[src/rtl/hazard_pkg.sv]
// Shared types and constants for the pipeline hazard controller.
// Register-file addressing and the hazard FSM state encoding live here.
package hazard_pkg;

    localparam int REG_ADDR_W = 5;
    localparam logic [REG_ADDR_W-1:0] REG_X0 = 5'd0;

    typedef enum logic [1:0] {
        RUN        = 2'd0,
        FREEZE     = 2'd1,
        FLUSH_PEND = 2'd2
    } state_e;

endpackage

[src/rtl/sat_counter.sv]
// Saturating up-counter used for the hazard statistics.
// Sticks at all-ones instead of wrapping.
module sat_counter #(
    parameter int W = 16
) (
    input  logic         clk,
    input  logic         reset,
    input  logic         inc,
    output logic [W-1:0] count
);

    logic [W-1:0] count_q;
    logic [W-1:0] count_d;

    always_comb begin
        count_d = count_q;
        if (inc && (count_q != {W{1'b1}})) begin
            count_d = count_q + W'(1);
        end
    end

    // NOTE: state registers use non-blocking assignments so every flop samples
    // pre-edge values; blocking here would create order-dependent simulation.
    always_ff @(posedge clk or posedge reset) begin
        if (reset) begin
            count_q <= '0;
        end else begin
            count_q <= count_d;
        end
    end

    assign count = count_q;

endmodule

[src/rtl/hazard_unit.sv]
// Pipeline hazard controller: load-use bubbles, dmem freeze, branch flushes
// (including flushes deferred across a freeze), busy timeout and statistics.
module hazard_unit
    import hazard_pkg::*;
#(
    parameter int CNT_W   = 16,
    parameter int TIMEOUT = 255
) (
    input  logic                  clk,
    input  logic                  reset,
    input  logic [REG_ADDR_W-1:0] id_rs1,
    input  logic [REG_ADDR_W-1:0] id_rs2,
    input  logic                  id_uses_rs2,
    input  logic [REG_ADDR_W-1:0] ex_rd,
    input  logic                  ex_mem_read,
    input  logic                  mem_branch_taken,
    input  logic                  dmem_busy,
    output logic                  pc_write,
    output logic                  if_id_write,
    output logic                  control_mux_sel,
    output logic                  pipe_hold,
    output logic                  if_id_flush,
    output logic                  ex_mem_flush,
    output logic                  mem_timeout,
    output logic [CNT_W-1:0]      bubble_count,
    output logic [CNT_W-1:0]      freeze_count,
    output logic [CNT_W-1:0]      flush_count
);

    localparam logic [15:0] TIMEOUT_M1 = 16'(TIMEOUT - 1);

    state_e      state_q, state_d;
    logic        pending_q, pending_d;
    logic [15:0] busy_cnt_q, busy_cnt_d;
    logic        mem_timeout_q, mem_timeout_d;
    logic        lu;
    logic        bubble_inc, freeze_inc, flush_inc;

    assign lu = ex_mem_read && (ex_rd != REG_X0) &&
                ((ex_rd == id_rs1) || (id_uses_rs2 && (ex_rd == id_rs2)));

    // NOTE: every signal driven here gets a default first, so no path through
    // the block leaves one unassigned and no latch is inferred.
    always_comb begin
        pc_write        = 1'b1;
        if_id_write     = 1'b1;
        control_mux_sel = 1'b0;
        pipe_hold       = 1'b0;
        if_id_flush     = 1'b0;
        ex_mem_flush    = 1'b0;
        bubble_inc      = 1'b0;
        freeze_inc      = 1'b0;
        flush_inc       = 1'b0;
        state_d         = state_q;
        pending_d       = pending_q;

        // Outputs stay at their defaults while reset is held.
        if (!reset) begin
            if (dmem_busy) begin
                pc_write    = 1'b0;
                if_id_write = 1'b0;
                pipe_hold   = 1'b1;
                freeze_inc  = 1'b1;
                state_d     = FREEZE;
                pending_d   = pending_q | mem_branch_taken;
            end else begin
                state_d = (state_q == FREEZE && pending_q) ? FLUSH_PEND : RUN;
                if ((state_q == FLUSH_PEND) || mem_branch_taken) begin
                    if_id_flush     = 1'b1;
                    ex_mem_flush    = 1'b1;
                    control_mux_sel = 1'b1;
                    flush_inc       = 1'b1;
                    if (state_q == FLUSH_PEND) begin
                        pending_d = 1'b0;
                    end
                end else if (lu) begin
                    pc_write        = 1'b0;
                    if_id_write     = 1'b0;
                    control_mux_sel = 1'b1;
                    bubble_inc      = 1'b1;
                end
            end
        end
    end

    always_comb begin
        busy_cnt_d    = 16'd0;
        mem_timeout_d = mem_timeout_q;
        if (dmem_busy) begin
            busy_cnt_d = (busy_cnt_q == 16'hFFFF) ? busy_cnt_q : busy_cnt_q + 16'd1;
            // This busy cycle is number busy_cnt_q+1; flag once it reaches TIMEOUT.
            if (busy_cnt_q >= TIMEOUT_M1) begin
                mem_timeout_d = 1'b1;
            end
        end
    end

    always_ff @(posedge clk or posedge reset) begin
        if (reset) begin
            state_q       <= RUN;
            pending_q     <= 1'b0;
            busy_cnt_q    <= 16'd0;
            mem_timeout_q <= 1'b0;
        end else begin
            state_q       <= state_d;
            pending_q     <= pending_d;
            busy_cnt_q    <= busy_cnt_d;
            mem_timeout_q <= mem_timeout_d;
        end
    end

    assign mem_timeout = mem_timeout_q;

    sat_counter #(.W(CNT_W)) u_bubble_cnt (
        .clk   (clk),
        .reset (reset),
        .inc   (bubble_inc),
        .count (bubble_count)
    );

    sat_counter #(.W(CNT_W)) u_freeze_cnt (
        .clk   (clk),
        .reset (reset),
        .inc   (freeze_inc),
        .count (freeze_count)
    );

    sat_counter #(.W(CNT_W)) u_flush_cnt (
        .clk   (clk),
        .reset (reset),
        .inc   (flush_inc),
        .count (flush_count)
    );

endmodule

[config.mk]
export PLATFORM = sky130hd
export DESIGN_NAME = hazard_unit
export DESIGN_NICKNAME = d
export VERILOG_FILES = /design/src/rtl/hazard_pkg.sv /design/src/rtl/sat_counter.sv /design/src/rtl/hazard_unit.sv
export SDC_FILE = /design/constraint.sdc
export NUM_CORES = 1
export LEC_CHECK = 0
export ABC_AREA = 0
export CORE_ASPECT_RATIO = 0.6
export CORE_MARGIN = 4
export CORE_UTILIZATION = 46
export DETAILED_ROUTE_END_ITERATION = 12
export PLACE_DENSITY = 0.78
export SKIP_LAST_GASP = 1
export SLEW_MARGIN = 20
export SYNTH_ARGS = -nofsm -noshare
export SYNTH_HDL_FRONTEND = slang
export SYNTH_SLANG_ARGS = --single-unit
[constraint.sdc]
create_clock -name clk -period 3.1 [get_ports clk]
set_clock_uncertainty 0.1 [all_clocks]
set_input_delay 0.62 -clock clk [delete_from_list [all_inputs] [get_ports clk]]
set_output_delay 0.62 -clock clk [all_outputs]
set_load 0.01 [all_outputs]
# [After elaboration in Yosys (flattened, before gate mapping)]
# Index checks and enable logic that the tools add are counted.
[word_totals] regBits=68 output_inout_bits=55
[op_classes] addsub=4 n_lt_le_gt_ge=1 n_eq_ne=9 n_mux=23 n_bitwise=2 reduce_logical=14
[op_table] op="$add A16 B1 Y16 const B" count=4
[op_table] op="$ne A16 B16 Y1 const B" count=3
[op_table] op="$mux W16" count=2
[op_table] op="$mux W1" count=19
[op_table] op="$eq A16 B16 Y1 const B" count=1
[op_table] op="$ge A16 B8 Y1 const B" count=1
[op_table] op="$eq A5 B5 Y1" count=2
[op_table] op="$logic_and A1 B1 Y1" count=7
[op_table] op="$reduce_bool A5 Y1" count=1
[op_table] op="$mux W2" count=2
[op_table] op="$reduce_bool A2 Y1" count=2
[op_table] op="$reduce_and A3 Y1" count=1
[op_table] op="$eq A2 B1 Y1 const B" count=1
[op_table] op="$eq A2 B2 Y1 const B" count=1
[op_table] op="$logic_or A1 B1 Y1" count=2
[op_table] op="$ne A2 B2 Y1 const B" count=1
[op_table] op="$reduce_and A2 Y1" count=1
[op_table] op="$not A1 Y1" count=1
[op_table] op="$or A1 B1 Y1" count=1

# [Depth between registers and ports, before layout]
# Gate-level depths: netlist (run 1).
[logic_depth] ltp_word=9 depth_mapped=7 mapped_depth_nobuf=6

# [By module]
# Synthesis (run 1) repeated with hierarchy kept, for this count alone.
[unflattened] cells_unflattened=353 hier_area_um2=3744.8
[modules_own_cells] mod="sat_counter" n_inst=3 cells_per_inst=71 area_each_um2=805.8
[modules_own_cells] mod="hazard_unit" n_inst=1 cells_per_inst=140 area_each_um2=1327.5

# [Worst setup path after synthesis (run 1)]
# No wires, ideal clock.
[synth_timing] path_kind="input -> output" from="input reset" to="output pc_write" arrival_time_ns=2.748 t_required_ns=2.380 path_slack_ns=-0.368 stages=3 path_buffers=1 path_cell_list="inv_1 > o21ai_1 > buf_4"
[synth_via] elab_chain_len=1
[synth_rtl] item="start: declaration" line_no="hazard_unit.sv:10" rtl="input logic reset,"
[synth_rtl] item="$mux W1"
[synth_rtl] item="end: declaration" line_no="hazard_unit.sv:18" rtl="output logic pc_write,"
# Every way passes these cells.

# [Worst setup path in the final report (run 1)]
[layout_timing] from="input ex_rd[1]" to="output pc_write"
[layout_via] elab_chain_len=8 word_cells_on_any_way=11 cone_classes="eq/ne: 2; mux: 4; reduce/logical: 5"
[layout_rtl] item="start: declaration" line_no="hazard_unit.sv:14" rtl="input logic [REG_ADDR_W-1:0] ex_rd,"
[layout_rtl] item="$eq A5 B5 Y1" line_no="hazard_unit.sv:40" rtl="((ex_rd == id_rs1) || (id_uses_rs2 && (ex_rd == id_rs2)));"
[layout_rtl] item="$logic_and A1 B1 Y1" line_no="hazard_unit.sv:40"
[layout_rtl] item="$logic_or A1 B1 Y1" line_no="hazard_unit.sv:40"
[layout_rtl] item="$logic_and A1 B1 Y1 (*)" line_no="hazard_unit.sv:39" rtl="assign lu = ex_mem_read && (ex_rd != REG_X0) &&"
[layout_rtl] item="$mux W1 (*)" line_no="hazard_unit.sv:76" rtl="end else if (lu) begin"
[layout_rtl] item="$mux W1 (*)" line_no="hazard_unit.sv:68" rtl="if ((state_q == FLUSH_PEND) || mem_branch_taken) begin"
[layout_rtl] item="$mux W1 (*)" line_no="hazard_unit.sv:59" rtl="if (dmem_busy) begin"
[layout_rtl] item="$mux W1 (*)" line_no="hazard_unit.sv:58" rtl="if (!reset) begin"
# Every way passes the cells marked *; elsewhere a longest branch is shown, timed or not.

==> results.md, run 1 <==
- Avg WL per Cell: ~15 um
- Fillers: between 600 and 700
- CTS tree: done
- Rows: 24
- DRT Wirelength: 8330 um
- CP Class: in -> out
- Static leakage: about 0.0020 uW
- Post-route insts no fill: roughly 540
- Flops & latches, synth: 68
- CP max-delay cell: or4_4
- Tot Pwr: around 2500 uW
- Net count of the finished layout: 463
- First-pass GRT wire length: about 14,000 um
- Net Sw Frac: 0.254
- Post-synth EDFFs: 0
- Initial antenna violation count: 0
- Slowest stage delay, CP: approximately 0.55 ns
- Cells after DPL: 530
- Top cell type's share of synthesized area: 0.477
- Full die area: approximately 0.0093 mm2
- Synth Area in XOR/XNOR: 0.145
- Comb pwr share: 0.176
- Share of cells above drive strength 1: 0.107
- All-Layer GR Usage: 0.197
- Main combinational cell family by area after synthesis: simple AND/OR/NAND/NOR gates
- WHS: 0.389 ns
- Post-Synthesis Cells: 345
- Slew HR: 0.440
- Synthesized cell area: about 0.0036 mm2
- Worst skew pair latency: ~0.33 ns
- Clk pwr share: 0.399
- FMAX: 330 MHz
- Die H: between 70 and 80 um
- Syn_nets: 371
- DRC errors left: 0
- RSZ-0062 raised after global routing: false
- Tmin final: 3.03 ns
- CTS root buffer: clkbuf_16
- Data arrival, critical path: roughly 2.3 ns
- Final antenna-violating net count: 0
- GPL Wtd Cong: about 0.84
- Core region area: 0.00739 mm2
- Initial Util: 0.483
- Period utilization: 0.978
- Post-synthesis mux area share: 0.0168
- Cell taking the most area after synthesis: dfrtp_1
- Setup TNS Final: 0 ns
- Max_cap viols: 0
- Pre-Repair DR Iteration Count: 4
- Adder-Cell Fraction of Synth Area: 0.0175
- Largest net degree at the start of global routing: slightly above 70
- PwrDens: between 500 and 600 mW/mm2
- P_int: between 1500 and 2000 uW
- Synth Area in Simple Gates: 0.252
- Peak VDD IR: about 0.33 mV
- Iter 0 DRT Violations: roughly 220
- Hold Violations, Final: 0
- Number of top-level pins: 76
- Post-synthesis sequential area ratio: 0.477
- Final worst slack: between 0.06 and 0.07 ns
- Ys async rst share: 1.00
- Number of global-route vias before repair: about 2.9k
- Area Overhead vs Synth: 34.2%
- Mapped Avg Cell Area: 10.3 um2
- Vias: 2,924
- Critical Path Source Type: input port
- Max clock buf depth: 2
- Required @ worst endpoint: 2.38 ns
- Flop pwr share: 0.426
- Pre-CTS setup slack: -0.407 ns
- Status: completed
- Synth Area in Compound Gates: 0.0705
- Synth Warn #: 0
- Die X: between 100 and 150 um
- HPWL Detailed: 6250 um
- H-tree levels: 3
- CP max FO: 2
- GRT Residual Overflow: 0
- CTS buffer count: 9
- Ys flop type: dfrtp_1
- Via density: between 5 and 6
- Clk slew on worst S/H paths: around 0.05 ns
- Clock sinks: 68
- Max Slew Vio Count: 0
- Slew of the pin with the lowest slew margin: 0.840 ns
- Synth area leaders: dfrtp_1, xnor2_1, xor2_1
- Worst hold path class: reg -> reg
- Input/output buffers: 75
- Synth cell types: 50
- Final setup viols: 0
- Antenna cell count: 0
- CP Cell Sequence: clkdlybuf4s50_1 > or4_4 > o21a_1 > and3_1 > o21ai_2 > clkbuf_2
- Sw Pwr: roughly 640 uW
- Critical Path End Type: output pin
-- flip-flops by register name (all words and copies together) (netlist names) --
register,cells
state_q,2
pending_q,1
mem_timeout,1
u_flush_cnt.count,16
u_bubble_cnt.count,16
busy_cnt_q,16
u_freeze_cnt.count,16
-- worst paths after layout --
kind | start | endpoint | slack (ns) | cells past startpoint
max | ex_rd[1] | pc_write | 0.07 | 6
min | mem_timeout | mem_timeout | 0.39 | 1
max reg2reg | u_bubble_cnt.count[0] | u_bubble_cnt.count[1] | 0.94 | 6
min reg2reg | mem_timeout | mem_timeout | 0.39 | 1
max in group asynchronous | reset | busy_cnt_q[9] | 1.26 | 3
min in group asynchronous | reset | busy_cnt_q[3] | 1.09 | 3
-- layout by cell type (no fill, tap or decap), drive strengths merged, types with 2 or more instances in the layout --
cell type,instances
dfrtp,68
nor4,4
inv,9
and4,4
nand2,23
and3,17
buf,12
nor4b,5
a211oi,3
nand4,20
o21ai,5
clkdlybuf4s50,72
o21a,2
o2111ai,2
nor3,10
o211ai,2
nor2,30
nand3,26
xor2,18
clkbuf,15
or3,4
ha,5
and2,5
nor3b,2
nand2b,2
xnor2,41
a21oi,7
a31oi,6
mux2,5
-- power groups by stage --
stage	Combinational (uW)	Sequential (uW)	Clock, uW
5_1_grt	487	1090	1070
2_1_floorplan	176	1100	0
3_3_place_gp	432	1080	0
4_1_cts	448	1070	1030
6_report	441	1070	1000
3_5_place_dp	446	1080	0
-- cells by family (layout without fill, tap and decap cells) --
family / Yosys count / count (layout)
XOR/XNOR: 59 / 59
adder cells (fa/ha/maj): 5 / 5
flip-flops: 68 / 68
multiplexers: 5 / 5
AO/OA/AOI/OAI: 35 / 35
buffers and inverters: 16 / 111
AND/OR/NAND/NOR: 157 / 157
-- Yosys cell counts, drive strengths merged, types with 3 or more instances --
library cell  number
and4               4
nand3             26
and2               5
or3                4
a211oi             3
nor3              10
a31oi              6
nor4               4
dfrtp             68
ha                 5
xnor2             41
nor4b              5
inv               10
nand4             20
xor2              18
mux2               5
nand2             23
a21oi              7
o21ai              5
buf                4
and3              17
nor2              30
-- metal layers --
metal,share of wire,up-vias,GRT usage,routed length [um]
li1,-,1418,-,-
met2,0.46,92,0.293,3800
met4,0.018,0,0.0761,153
met5,0,-,0,0
met1,0.46,1398,0.272,3830
met3,0.066,16,0.0579,548
-- stage by stage --
stage / cell area, um2 / util
after floorplan: 3570 / -
after global placement: 4500 / 0.609
after detailed placement: 4500 / 0.609
after CTS: 4790 / 0.649
after global routing: 4790 / 0.648
final: 4790 / 0.648
-- critical path, delay by kind of cell --
kind	cells	cell delay, ns
AOI/OAI and AO/OA	2	0.36
buffers and inverters	2	0.58
and+or+nand+nor	2	0.75
-- repair_timing --
item,4_1_cts,5_1_grt
setup buffers,0,0
resized for setup,4,8
endpoints found under the setup margin,3,5
hold endpoints to repair,0,0
hold buffers,0,0
-- final cells by class --
cell class	count	area, um2	area share
clock buffers	12	256	0.0536
repair buffers	87	826	0.173
clock inverters	2	35.0	0.00732
flip-flops and latches	68	1700	0.355
multi-input cells	261	1800	0.375
inverters	10	41.3	0.00863
well taps	104	130	0.0272
(Power assumes the default switching activity.)
==> inputs of run 2 (changes only) <==
==> constraint.sdc (replaced) <==
create_clock -name clk -period 2.5 [get_ports clk]
set_clock_uncertainty 0.1 [all_clocks]
set_input_delay 0.5 -clock clk [delete_from_list [all_inputs] [get_ports clk]]
set_output_delay 0.5 -clock clk [all_outputs]
set_load 0.01 [all_outputs]
==> run 2 against run 1 <==
Against the previous run:
- sequential share of layout area shrank 1.3 points
- clock power increased by 31%
- die area unchanged
- global-route usage up 0.32 points
- power up 28%
- core utilization up 2.5 points
- register-to-register slack got worse by 0.55 ns
- setup slack worse by 0.031 ns
- combinational power up 30%
- critical path depth unchanged
- design area up 3.9%
- critical endpoint unchanged
- highest routed layer unchanged
==> results.md, run 2 (synthesized netlist as in run 1, its figures left out) <==
- Status: completed (unchanged)
- Number of global-route vias before repair: 3,035 (was 2,865)
- Critical Path End Type: output pin (unchanged)
- CP max-delay cell: or4_4 (unchanged)
- Antenna cell count: 0 (unchanged)
- Worst Setup SP: ex_rd[2] (was ex_rd[1])
- CTS root buffer: clkbuf_16 (unchanged)
- Critical Path Source Type: input port (unchanged)
- Commonest cells after routing, fill and taps aside: dfrtp_1, clkdlybuf4s50_1, xnor2_1 (was clkdlybuf4s50_1, dfrtp_1, xnor2_1)
- PwrDens: 647 mW/mm2 (was 525 mW/mm2)
- Number of top-level pins: 76 (unchanged)
- R2r worst-path depth: 6 (unchanged)
- Slew HR: 0.396 (was 0.440)
- Crit Reg-Reg Endpoint: busy_cnt_q[14] (was u_bubble_cnt.count[1])
- Final core occ: 0.673 (was 0.648)
- Internal reg-to-reg setup slack: 0.39 ns (was 0.94 ns)
- Leading cell type in the layout, fill and taps excluded: dfrtp_1 (was clkdlybuf4s50_1)
- Vias: 3,021 (was 2,924)
- Crit. path cell count: 6 (unchanged)
- Peak VDD IR: 0.561 mV (was 0.332 mV)
- Slew of the pin with the lowest slew margin: 0.898 ns (was 0.840 ns)
- Iter 0 DRT Violations: 223 (was 222)
- Initial Util: 0.483 (unchanged)
- Max Slew Vio Count: 0 (unchanged)
- Final antenna-violating net count: 0 (unchanged)
- Worst skew pair latency: 0.34 ns (was 0.33 ns)
- Hold Violations, Final: 0 (unchanged)
- Clk slew on worst S/H paths: 0.05 ns (about the same)
- Data arrival, critical path: 1.86 ns (was 2.31 ns)
- Period utilization: 0.986
- CTS buffer count: 9 (unchanged)
- HPWL Detailed: 6430 um (was 6250 um)
- Max clock buf depth: 2 (unchanged)
- Die H: 76.2 um (unchanged)
- Net count of the finished layout: 479 (was 463)
- Tmin final: about 2.5 ns
- Input/output buffers: 75 (unchanged)
- Crit path max-delay family: simple AND/OR/NAND/NOR gates (unchanged)
- Share of cells above drive strength 1: 0.153 (was 0.107)
- FMAX: just over 400 MHz
- CP endpoint: pc_write (unchanged)
- Slowest stage delay, CP: 0.52 ns (was 0.55 ns)
- DRC errors left: 0 (unchanged)
- CP Cell Sequence: clkdlybuf4s15_2 > or4_4 > o21a_1 > and3_4 > o21ai_4 > buf_6 (was clkdlybuf4s50_1 > or4_4 > o21a_1 > and3_1 > o21ai_2 > clkbuf_2)
- Initial antenna violation count: 0 (unchanged)
- GPL Wtd Cong: 0.863 (was 0.837)
- Final setup viols: 0 (unchanged)
- Avg WL per Cell: 15.6 um (was 15.3 um)
- Hold Crit Depth: 1 (unchanged)
- Core region area: 0.00739 mm2 (unchanged)
- R2R Path Start: busy_cnt_q[0] (was u_bubble_cnt.count[0])
- First-pass GRT wire length: 14,900 um (was 14,500 um)
- Post-route insts no fill: 562 (was 544)
- CTS tree: done (unchanged)
- Cells after DPL: 545 (was 530)
- CP Class: in -> out (unchanged)
- Hold-fix buffers, CTS: 0 (unchanged)
- Required @ worst endpoint: 1.90 ns (was 2.38 ns)
- Static leakage: 0.00220 uW (was 0.00203 uW)
- RSZ-0062 raised after global routing: false (unchanged)
- Die X: 122 um (unchanged)
- Full die area: 0.00927 mm2 (unchanged)
- Max_cap viols: 0 (unchanged)
- Largest net degree at the start of global routing: 45 (was 71)
- GRT Residual Overflow: 0 (unchanged)
- H-tree levels: 3 (unchanged)
- Pre-Repair DR Iteration Count: 4 (unchanged)
- Via density: 5.38 (about the same)
- Clock sinks: 68 (unchanged)
- DRT Wirelength: 8790 um (was 8330 um)
- Area Overhead vs Synth: 39.4% (was 34.2%)
- Worst path bufs/invs: 2 (unchanged)
- CP max FO: 2 (unchanged)
- Worst hold path class: reg -> reg (unchanged)
- Rows: 24 (unchanged)
- All-Layer GR Usage: 0.200 (was 0.197)
[run 2: final cells by class]
cell class	instances	area, um2
inverters	10	41.3
clock inverters	5	60.1
well taps	104	130
fillers	586	2410
repair buffers	103	963
multi-input cells	261	1820
flip-flops and latches	68	1700
clock buffers	11	253
[run 2: timing repair]
| item | CTS | global route |
|---|---|---|
| gates cloned | 0 | 0 |
| buffers inserted | 1 | 0 |
| pin swaps | 4 | 8 |
| resized for setup | 31 | 8 |
| setup endpoints to repair | 6 | 4 |
| hold endpoints to repair | 0 | 0 |
[run 2: worst min path at each step]
| stage | endpoint | slack (ns) | from |
|---|---|---|---|
| 6_report | mem_timeout | 0.38 | mem_timeout |
| 5_1_grt | mem_timeout | 0.41 | mem_timeout |
| 4_1_cts | mem_timeout | 0.39 | mem_timeout |
| 3_5_place_dp | mem_timeout | 0.36 | mem_timeout |
| 3_3_place_gp | mem_timeout | 0.35 | mem_timeout |
| 2_1_floorplan | state_q[1] | 0.35 | state_q[1] |
[run 2: through the flow]
stage	instance area, um2	TNS, ns	setup slack (ns)	hold slack [ns]	total power (uW)
CTS	4950	0	0.00286	0.388	3250
global placement	4630	-2.69	-0.625	0.349	1900
global route	4970	0	0.00741	0.412	3360
detailed placement	4630	-3.23	-0.670	0.356	1920
floorplan	3580	-0.00769	-0.00769	0.349	1580
finish	4970	0	0.0360	0.382	3220
[run 2: metal layers]
layer / vias up / track usage / share of wire
li1: 1456 / - / -
met1: 1456 / 0.290 / 0.49
met2: 97 / 0.284 / 0.43
met3: 12 / 0.0734 / 0.066
met4: 0 / 0.0503 / 0.011
met5: - / 0 / 0
[run 2: report_power, final]
part | leakage, uW | internal (uW) | switching, uW | total (uW)
Combinational | 0.00113 | 320 | 255 | 575
Clock | 0.000152 | 827 | 485 | 1310
Sequential | 0.000911 | 1200 | 129 | 1330
Total | 0.00220 | 2350 | 868 | 3220
==> inputs of run 3 (changes only) <==
--- a/config.mk
+++ b/config.mk
@@ -11,6 +11,7 @@
 export CORE_UTILIZATION = 46
 export DETAILED_ROUTE_END_ITERATION = 12
 export PLACE_DENSITY = 0.78
+export REMOVE_ABC_BUFFERS = 1
 export SKIP_LAST_GASP = 1
 export SLEW_MARGIN = 20
 export SYNTH_ARGS = -nofsm -noshare
==> run 3 against run 2 <==
Against the previous run:
- clock-buffer cell count shrank 1
- cell count is 0.71% lower
- fmax up 0.23%
- register-to-register slack improved by 0.02 ns
- sequential share of layout area rose by 0.23 points
- sequential power barely moved
- first-iteration DRC count rose by 5.4%
==> results.md, run 3 (synthesized netlist as in run 1, its figures left out) <==
- Hold path start: mem_timeout (unchanged)
- Number of global-route vias before repair: 2,946 (was 3,035)
- Slowest stage delay, CP: 0.49 ns (was 0.52 ns)
- Core region area: 0.00739 mm2 (unchanged)
- Pre-CTS setup slack: -0.725 ns (was -0.670 ns)
- Hold-fix buffers, CTS: 0 (unchanged)
- Final antenna-violating net count: 0 (unchanged)
- CTS buffer count: 9 (unchanged)
- Worst Setup SP: ex_rd[3] (was ex_rd[2])
- Leading cell type in the layout, fill and taps excluded: dfrtp_1 (unchanged)
- Data arrival, critical path: 1.86 ns (about the same)
- GPL Wtd Cong: 0.828 (was 0.863)
- Tmin final: 2.46 ns (about the same)
- Min-Delay Endpoint: mem_timeout (unchanged)
- Via density: 5.28 (was 5.38)
- RSZ-0062 raised after global routing: true (was false)
- Slew of the pin with the lowest slew margin: 0.658 ns (was 0.898 ns)
- FMAX: 407 MHz (was 406 MHz)
- Peak VDD IR: 0.703 mV (was 0.561 mV)
- Worst path bufs/invs: 3 (was 2)
- Worst hold path class: reg -> reg (unchanged)
- Net count of the finished layout: 475 (was 479)
- Full die area: 0.00927 mm2 (unchanged)
- Max Slew Vio Count: 0 (unchanged)
- Die X: 122 um (unchanged)
- Clk slew on worst S/H paths: 0.05 ns (about the same)
- H-tree levels: 3 (unchanged)
- CTS root buffer: clkbuf_16 (unchanged)
- Largest net degree at the start of global routing: 41 (was 45)
- Input/output buffers: 75 (unchanged)
- R2r worst-path depth: 6 (unchanged)
- Rows: 24 (unchanged)
- CP max-delay cell: or4_4 (unchanged)
- Max_cap viols: 0 (unchanged)
- CP max FO: 3 (was 2)
- Die H: 76.2 um (unchanged)
- All-Layer GR Usage: 0.192 (was 0.200)
- Avg WL per Cell: 15.0 um (was 15.6 um)
- Commonest cells after routing, fill and taps aside: dfrtp_1, clkdlybuf4s50_1, xnor2_1 (unchanged)
- DRC errors left: 0 (unchanged)
- PwrDens: 677 mW/mm2 (was 647 mW/mm2)
- Area Overhead vs Synth: 38.5% (was 39.4%)
- Internal reg-to-reg setup slack: 0.41 ns (was 0.39 ns)
- CTS tree: done (unchanged)
- Initial Util: 0.483 (unchanged)
- Vias: 2,949 (was 3,021)
- Final setup viols: 0 (unchanged)
- Share of cells above drive strength 1: 0.145 (was 0.153)
- Clock sinks: 68 (unchanged)
- Fillers: 612 (was 586)
- Cells after DPL: 540 (was 545)
- Number of top-level pins: 76 (unchanged)
- GRT Residual Overflow: 0 (unchanged)
- Max clock buf depth: 2 (unchanged)
- Iter 0 DRT Violations: 235 (was 223)
- DRT Wirelength: 8400 um (was 8790 um)
- Post-route insts no fill: 558 (was 562)
- Pre-Repair DR Iteration Count: 5 (was 4)
- Required @ worst endpoint: 1.90 ns (about the same)
- HPWL Detailed: 6280 um (was 6430 um)
- Crit path max-delay family: simple AND/OR/NAND/NOR gates (unchanged)
- Crit Reg-Reg Endpoint: busy_cnt_q[12] (was busy_cnt_q[14])
- Hold Violations, Final: 0 (unchanged)
- CP Class: in -> out (unchanged)
- Critical Path End Type: output pin (unchanged)
- Slew HR: 0.557 (was 0.396)
- Antenna cell count: 0 (unchanged)
- CP Cell Sequence: clkdlybuf4s15_1 > or4_4 > o21a_1 > buf_4 > nand2_1 > a21boi_2 > buf_2 (was clkdlybuf4s15_2 > or4_4 > o21a_1 > and3_4 > o21ai_4 > buf_6)
- Status: completed (unchanged)
- Static leakage: 0.00216 uW (was 0.00220 uW)
- Period utilization: 0.983 (was 0.986)
- R2R Path Start: busy_cnt_q[0] (unchanged)
- Hold Crit Depth: 1 (unchanged)
- Critical Path Source Type: input port (unchanged)
- Final worst slack: 0.0417 ns (was 0.0360 ns)
- Worst skew pair latency: 0.34 ns (about the same)
- Initial antenna violation count: 0 (unchanged)
- First-pass GRT wire length: 14,300 um (was 14,900 um)
run 3: changes by cell type in the layout (fill, tap and decap cells not counted), sizes merged:
cell | before | now
bufinv | 1 | 3
inv | 9 | 10
dlymetal6s2s | 6 | 3
clkinvlp | 2 | 0
dlygate4sd2 | 5 | 3
buf | 32 | 28
clkdlybuf4s15 | 2 | 1
clkdlybuf4s50 | 58 | 63
run 3: stage by stage:
stage	utilization	total power, uW	cell area (um2)	hold slack [ns]	setup TNS (ns)
global route	0.669	3500	4940	0.404	-0.0275
CTS	0.665	3380	4910	0.380	0
floorplan	-	1580	3530	0.349	-1.16
detailed placement	0.619	1920	4570	0.356	-3.40
finish	0.669	3340	4940	0.376	0
global placement	0.619	1890	4570	0.361	-2.37
run 3: area by class of cell:
class	count	area, um2	share of cell area
inverters	10	37.5	0.00760
flip-flops and latches	68	1700	0.345
repair buffers	99	910	0.184
clock inverters	6	113	0.0228
well taps	104	130	0.0263
multi-input cells	261	1820	0.368
clock buffers	10	229	0.0464
run 3: power breakdown:
part	total, uW	switching [uW]	leakage [uW]	internal (uW)
registers	1330	134	0.000911	1200
clock network	1450	471	0.000167	975
logic	564	247	0.00108	317
run 3: timing repair:
item | in CTS | in global routing
pin swaps | 3 | 8
setup endpoints to repair | 6 | 4
gates resized for setup | 28 | 6
setup buffers | 0 | 2
run 3: worst max path at each step:
stage | endpoint | cells past startpoint
after floorplan | if_id_write | 2
after global placement | pc_write | 6
after detailed placement | if_id_write | 6
after CTS | if_id_write | 6
after global routing | control_mux_sel | 7
final | control_mux_sel | 7
run 3: layer usage:
layer,global-route usage,wire length [um],vias up
met3,0.0564,571,12
met4,0.0660,115,0
met5,0,0,-
met2,0.288,3800,88
met1,0.265,3910,1396
li1,-,-,1453
==> variant 1 (config.mk and constraints of run 2) <==
Change the parameter `CNT_W` from 16 to 32.
--- a/src/rtl/hazard_unit.sv
+++ b/src/rtl/hazard_unit.sv
@@ -5,3 +5,3 @@
 #(
-    parameter int CNT_W   = 16,
+    parameter int CNT_W   = 32,
     parameter int TIMEOUT = 255
Interface: changed (resized bubble_count, flush_count and freeze_count); port bits go from 76 to 124. The function was not compared with the original's and may differ.
==> variant 1 against run 2 <==
Wire length increased by 73%; power rose by 69%; combinational power shrank 3%; non-clock buffer count grew 54; sequential power is 59% higher; sequential cell count is 48 higher; synthesized area is 63% higher; design area up 65%; fmax increased by 1.4%; setup slack better by 0.034 ns; sequential share of layout area up 1.2 points; largest cell class is now sequential cells; largest power group is now clock.
==> variant 1: results (changes against run 2) <==
Routing
  • Initial DRC Count: 272 (+22%)
  • Routed len/inst: 16.6 um (+6.4%)
  • Routed wire length: 15.2 mm (+73%)

Global routing
  • Vias in the first global route: 5086 (+68%)
  • Largest net degree at the start of global routing: 66 (+47%)
  • First-pass GRT wire length: 25.6 mm (+72%)

Placed design
  • Cell count after placement: 881 (+62%)
  • DP Worst Slack: -0.579 ns (+0.0913 ns)
  • Final HPWL DP: 10.9 mm (+69%)
  • IO Port Bufs: 123 (+64%)

Clock network
  • Clk_lat worst skew: 0.40 ns (+0.06 ns)
  • Inserted Clock Buffers: 17 (+8)
  • H-Tree Depth: 4 (+1)

Logic synthesis
  • Post-Syn Nets: 601 (+62%)
  • Synth top cells by count: dfrtp_1, xnor2_1, nand2_1, nor2_1, xor2_1
  • Sequential fraction of the synthesis area: 49.9% (+2.2 points)
  • Dominant cells by area after synthesis: dfrtp_1, xnor2_1, xor2_1, nand2_1, nand4_1
  • Count of different cell masters after synthesis: 50 (unchanged)
  • Post-Syn Area per Cell: 10.1 um2 (-2.1%)

Power and ir drop
  • Leakage power: 3.76 nW (+71%)
  • VDD IR max: 512 uV (-8.7%)

Critical path
  • R2R cell count: 7 (+1)
  • R2r startpoint: u_flush_cnt.count[0]
  • Worst-path maximum fanout: 3 (+1)
  • Critical path's slowest cell: or4_4
  • Reg-to-reg endpoint: u_flush_cnt.count[18]

STA
  • Worst Max-Slew Pin Slew: 0.825 ns (-0.0733 ns)
  • WHS: 0.368 ns (-0.0147 ns)
  • Worst setup margin: 0.0704 ns (+0.0343 ns)

Hold path
  • Hold Path End: mem_timeout

Layout
  • Layout fillers: 952 (+62%)

Status
  • Outcome: finished, final reports clean
## variant 1: report_power, final
group | internal, W | total, W | switching [W]
Clock | 0.00190 | 0.00277 | 0.000872
Sequential | 0.00198 | 0.00212 | 0.000144
Combinational | 0.000303 | 0.000557 | 0.000254
Total | 0.00418 | 0.00545 | 0.00127
## variant 1: cell families after synthesis
logic type	Yosys count	share of synthesized area [%]
buffers and inverters	26	1.91
DFF	116	49.9
adders and majority gates	5	1.08
and+or+nand+nor	283	26.3
muxes	5	0.946
xor gates and xnor gates	111	16.7
AOI/OAI and AO/OA	29	3.20
## variant 1: cell type report
class,instances,area [um2],share of cell area (%)
well taps,165,206,2.52
inverters,13,52.6,0.642
clock buffers,19,443,5.41
flip-flops and latches,116,2900,35.5
multi-input cells,433,2860,35.0
clock inverters,13,230,2.81
repair buffers,157,1490,18.2
## variant 1: what timing repair did
action,CTS,global route
pin swaps,4,10
endpoints found under the hold margin,0,0
gates resized for setup,25,16
buffers inserted,2,1
endpoints found under the setup margin,6,8
## variant 1: metal layers
layer,vias to the layer above,routed length [um],global-route usage [%]
met2,151,7260,33.8
li1,2340,-,-
met3,18,871,4.85
met1,2497,6950,30.5
met5,-,0,0
met4,0,161,5.34
## variant 1: worst max path at each step
stage	start	end	slack (ns)	depth (start not counted)
4_1_cts	dmem_busy	if_id_flush	0.01	5
5_1_grt	ex_rd[1]	pc_write	-0.02	8
2_1_floorplan	reset	control_mux_sel	-0.60	3
3_5_place_dp	ex_rd[1]	pc_write	-0.58	6
6_report	ex_rd[3]	pc_write	0.07	6
3_3_place_gp	ex_rd[1]	pc_write	-0.50	6
## variant 1: critical path, delay by kind of cell
kind	cells	cell delay, ns
AND/OR/NAND/NOR	2	0.61
buffers and inverters	2	0.37
AO/OA/AOI/OAI	2	0.36
==> variant 2 (settings of run 2) <==
Without the edit above. Re-encode `state_e` (3 states) as one-hot, 3 bits wide.
--- a/src/rtl/hazard_pkg.sv
+++ b/src/rtl/hazard_pkg.sv
@@ -7,6 +7,6 @@
 
-    typedef enum logic [1:0] {
-        RUN        = 2'd0,
-        FREEZE     = 2'd1,
-        FLUSH_PEND = 2'd2
+    typedef enum logic [2:0] {
+        RUN        = 3'b001,
+        FREEZE     = 3'b010,
+        FLUSH_PEND = 3'b100
     } state_e;
Behaviour: same outputs for any inputs over 10 cycles, from zero or initial values and one cycle with reset high; not proved beyond that.
==> variant 2 against run 2 <==
Design area is 0.13% lower; count of clock-buffer cells in the layout is 2 higher; sequential cell count is 1 higher; power is 3.9% lower; synthesized area is 1.1% higher; via count is 3.7% higher; setup slack worse by 0.021 ns; wire length is 5.8% higher; fmax is 0.85% lower; largest cell class unchanged.
==> variant 2: results (changes against run 2) <==
Layout
  • Multi-In Gates: 270 (+3.4%)
  • Sequential share of cell area: 34.8% (+0.57 points)
  • Fraction of standard cell area in multi-input logic: 38.1% (+1.5 points)
  • Layout fillers: 627 (+7.0%)
  • Clk cell area share: 5.24% (-1.1 points)
  • Non-clock buffers: 101 (-1.9%)
  • Share of cells above drive strength 1: 14.9% (-0.38 points)
  • Inverters: 8 (-2)
  • Nets: 485 (+1.3%)
  • Final non-clock buffer share: 18.5% (-0.86 points)
  • Num sequential: 69 (+1.5%)
  • Area grow syn2layout: 37.7%
  • CLK BUF: 13 (+2)

Clock network
  • Root buf cell: clkbuf_16
  • Clk_lat worst skew: around 0.33 ns
  • Post-CTS Resized: 41 (+32%)
  • Longest Clk Path Bufs: 2 (unchanged)
  • Setup Buffers After CTS: 2 (+1)

Logic synthesis
  • Synth Area in Adders: 1.73% (-0.019 points)
  • Post-synthesis mux area share: 1.49% (-0.19 points)
  • Count of different cell masters after synthesis: 55 (+10%)
  • Post-Syn Area per Cell: 10.2 um2 (-1.4%)
  • Post-Syn Nets: 380 (+2.4%)
  • Post-synthesis compound-gate area fraction: 8.50% (+1.4 points)
  • Sequential fraction of the synthesis area: 47.9% (+0.20 points)
  • Synth top cells by count: dfrtp_1, xnor2_1, nand2_1, nor2_1, nand3_1
  • Dominant cells by area after synthesis: dfrtp_1, xnor2_1, nand3_1, nand4_1, xor2_1
  • Synth Area in XOR/XNOR: 14.6% (+0.082 points)
  • Ys flop type: dfrtp_1

Power and ir drop
  • Power share of the clock group: 36.4% (-4.4 points)
  • Power in combinational cells: 0.000593 W (+3%)
  • Leakage power: 2.14 nW (-2.7%)
  • P_sw: 0.000858 W (-1.2%)
  • VDD IR max: 370 uV (-34%)

Placed design
  • DP Worst Slack: -0.591 ns (+0.0792 ns)
  • Cell count after placement: 549 (+0.73%)
  • IO Port Bufs: 75 (unchanged)
  • RD Place Congestion: 0.884 (+2.5%)
  • Placement-stage cell area: 0.00463 mm2 (about the same)
  • Final HPWL DP: 6.74 mm (+4.8%)

STA
  • Worst Max-Slew Pin Slew: 0.868 ns (-0.0302 ns)
  • WHS: 0.360 ns (-0.0224 ns)
  • Final worst-path cycle share: 99.4% (+0.85 points)

Critical path
  • Worst-path maximum fanout: 3 (+1)
  • R2R setup slack: 0.43 ns (+0.04 ns)
  • Crit path arrival time: 1.89 ns (+0.03 ns)
  • Critical path's slowest cell: dlygate4sd2_1
  • Top delay family on crit path: compound AO/OA/AOI/OAI gates
  • Largest stage delay on the critical path: 0.28 ns (-0.24 ns)

Routing
  • 1st-pass router iterations: 5 (+1)
  • Vias per cell: 5.53 (+2.8%)
  • Routed wire length: 9.30 mm (+5.8%)
  • Initial DRC Count: 213 (-4.5%)
  • Routed len/inst: 16.4 um (+4.9%)

Floorplanning
  • Full die area: 0.00937 mm2 (+1.0%)

Global routing
  • Vias in the first global route: 3034 (-0.033%)
  • Largest net degree at the start of global routing: 72 (+60%)
  • First-pass GRT wire length: 15.1 mm (+1.3%)
  • Global Route Usage Sum: 20.7% (+0.65 points)

Status
  • Outcome: finished, final reports clean
-- variant 2: per-stage QoR --
step	setup TNS, ns	power (W)
6_report	0	0.00309
5_1_grt	-0.137	0.00326
4_1_cts	0	0.00311
3_5_place_dp	-2.69	0.00196
3_3_place_gp	-2.24	0.00193
2_1_floorplan	-0.392	0.00161
-- variant 2: layer usage --
metal	track usage [%]	share of wire, %	vias to the layer above
li1	-	-	1481
met5	0	0	-
met3	7.72	7.9	22
met1	29.3	47	1497
met2	28.8	43	133
met4	7.26	1.5	0
-- variant 2: worst paths after layout --
kind,startpoint,end,cells after the start
worst max-delay path,ex_rd[0],if_id_write,7
worst min-delay path,mem_timeout,mem_timeout,1
worst max register to register,u_bubble_cnt.count[0],u_bubble_cnt.count[13],6
worst min register to register,mem_timeout,mem_timeout,1
max in group asynchronous,reset,u_freeze_cnt.count[7],3
min in group asynchronous,reset,busy_cnt_q[3],3
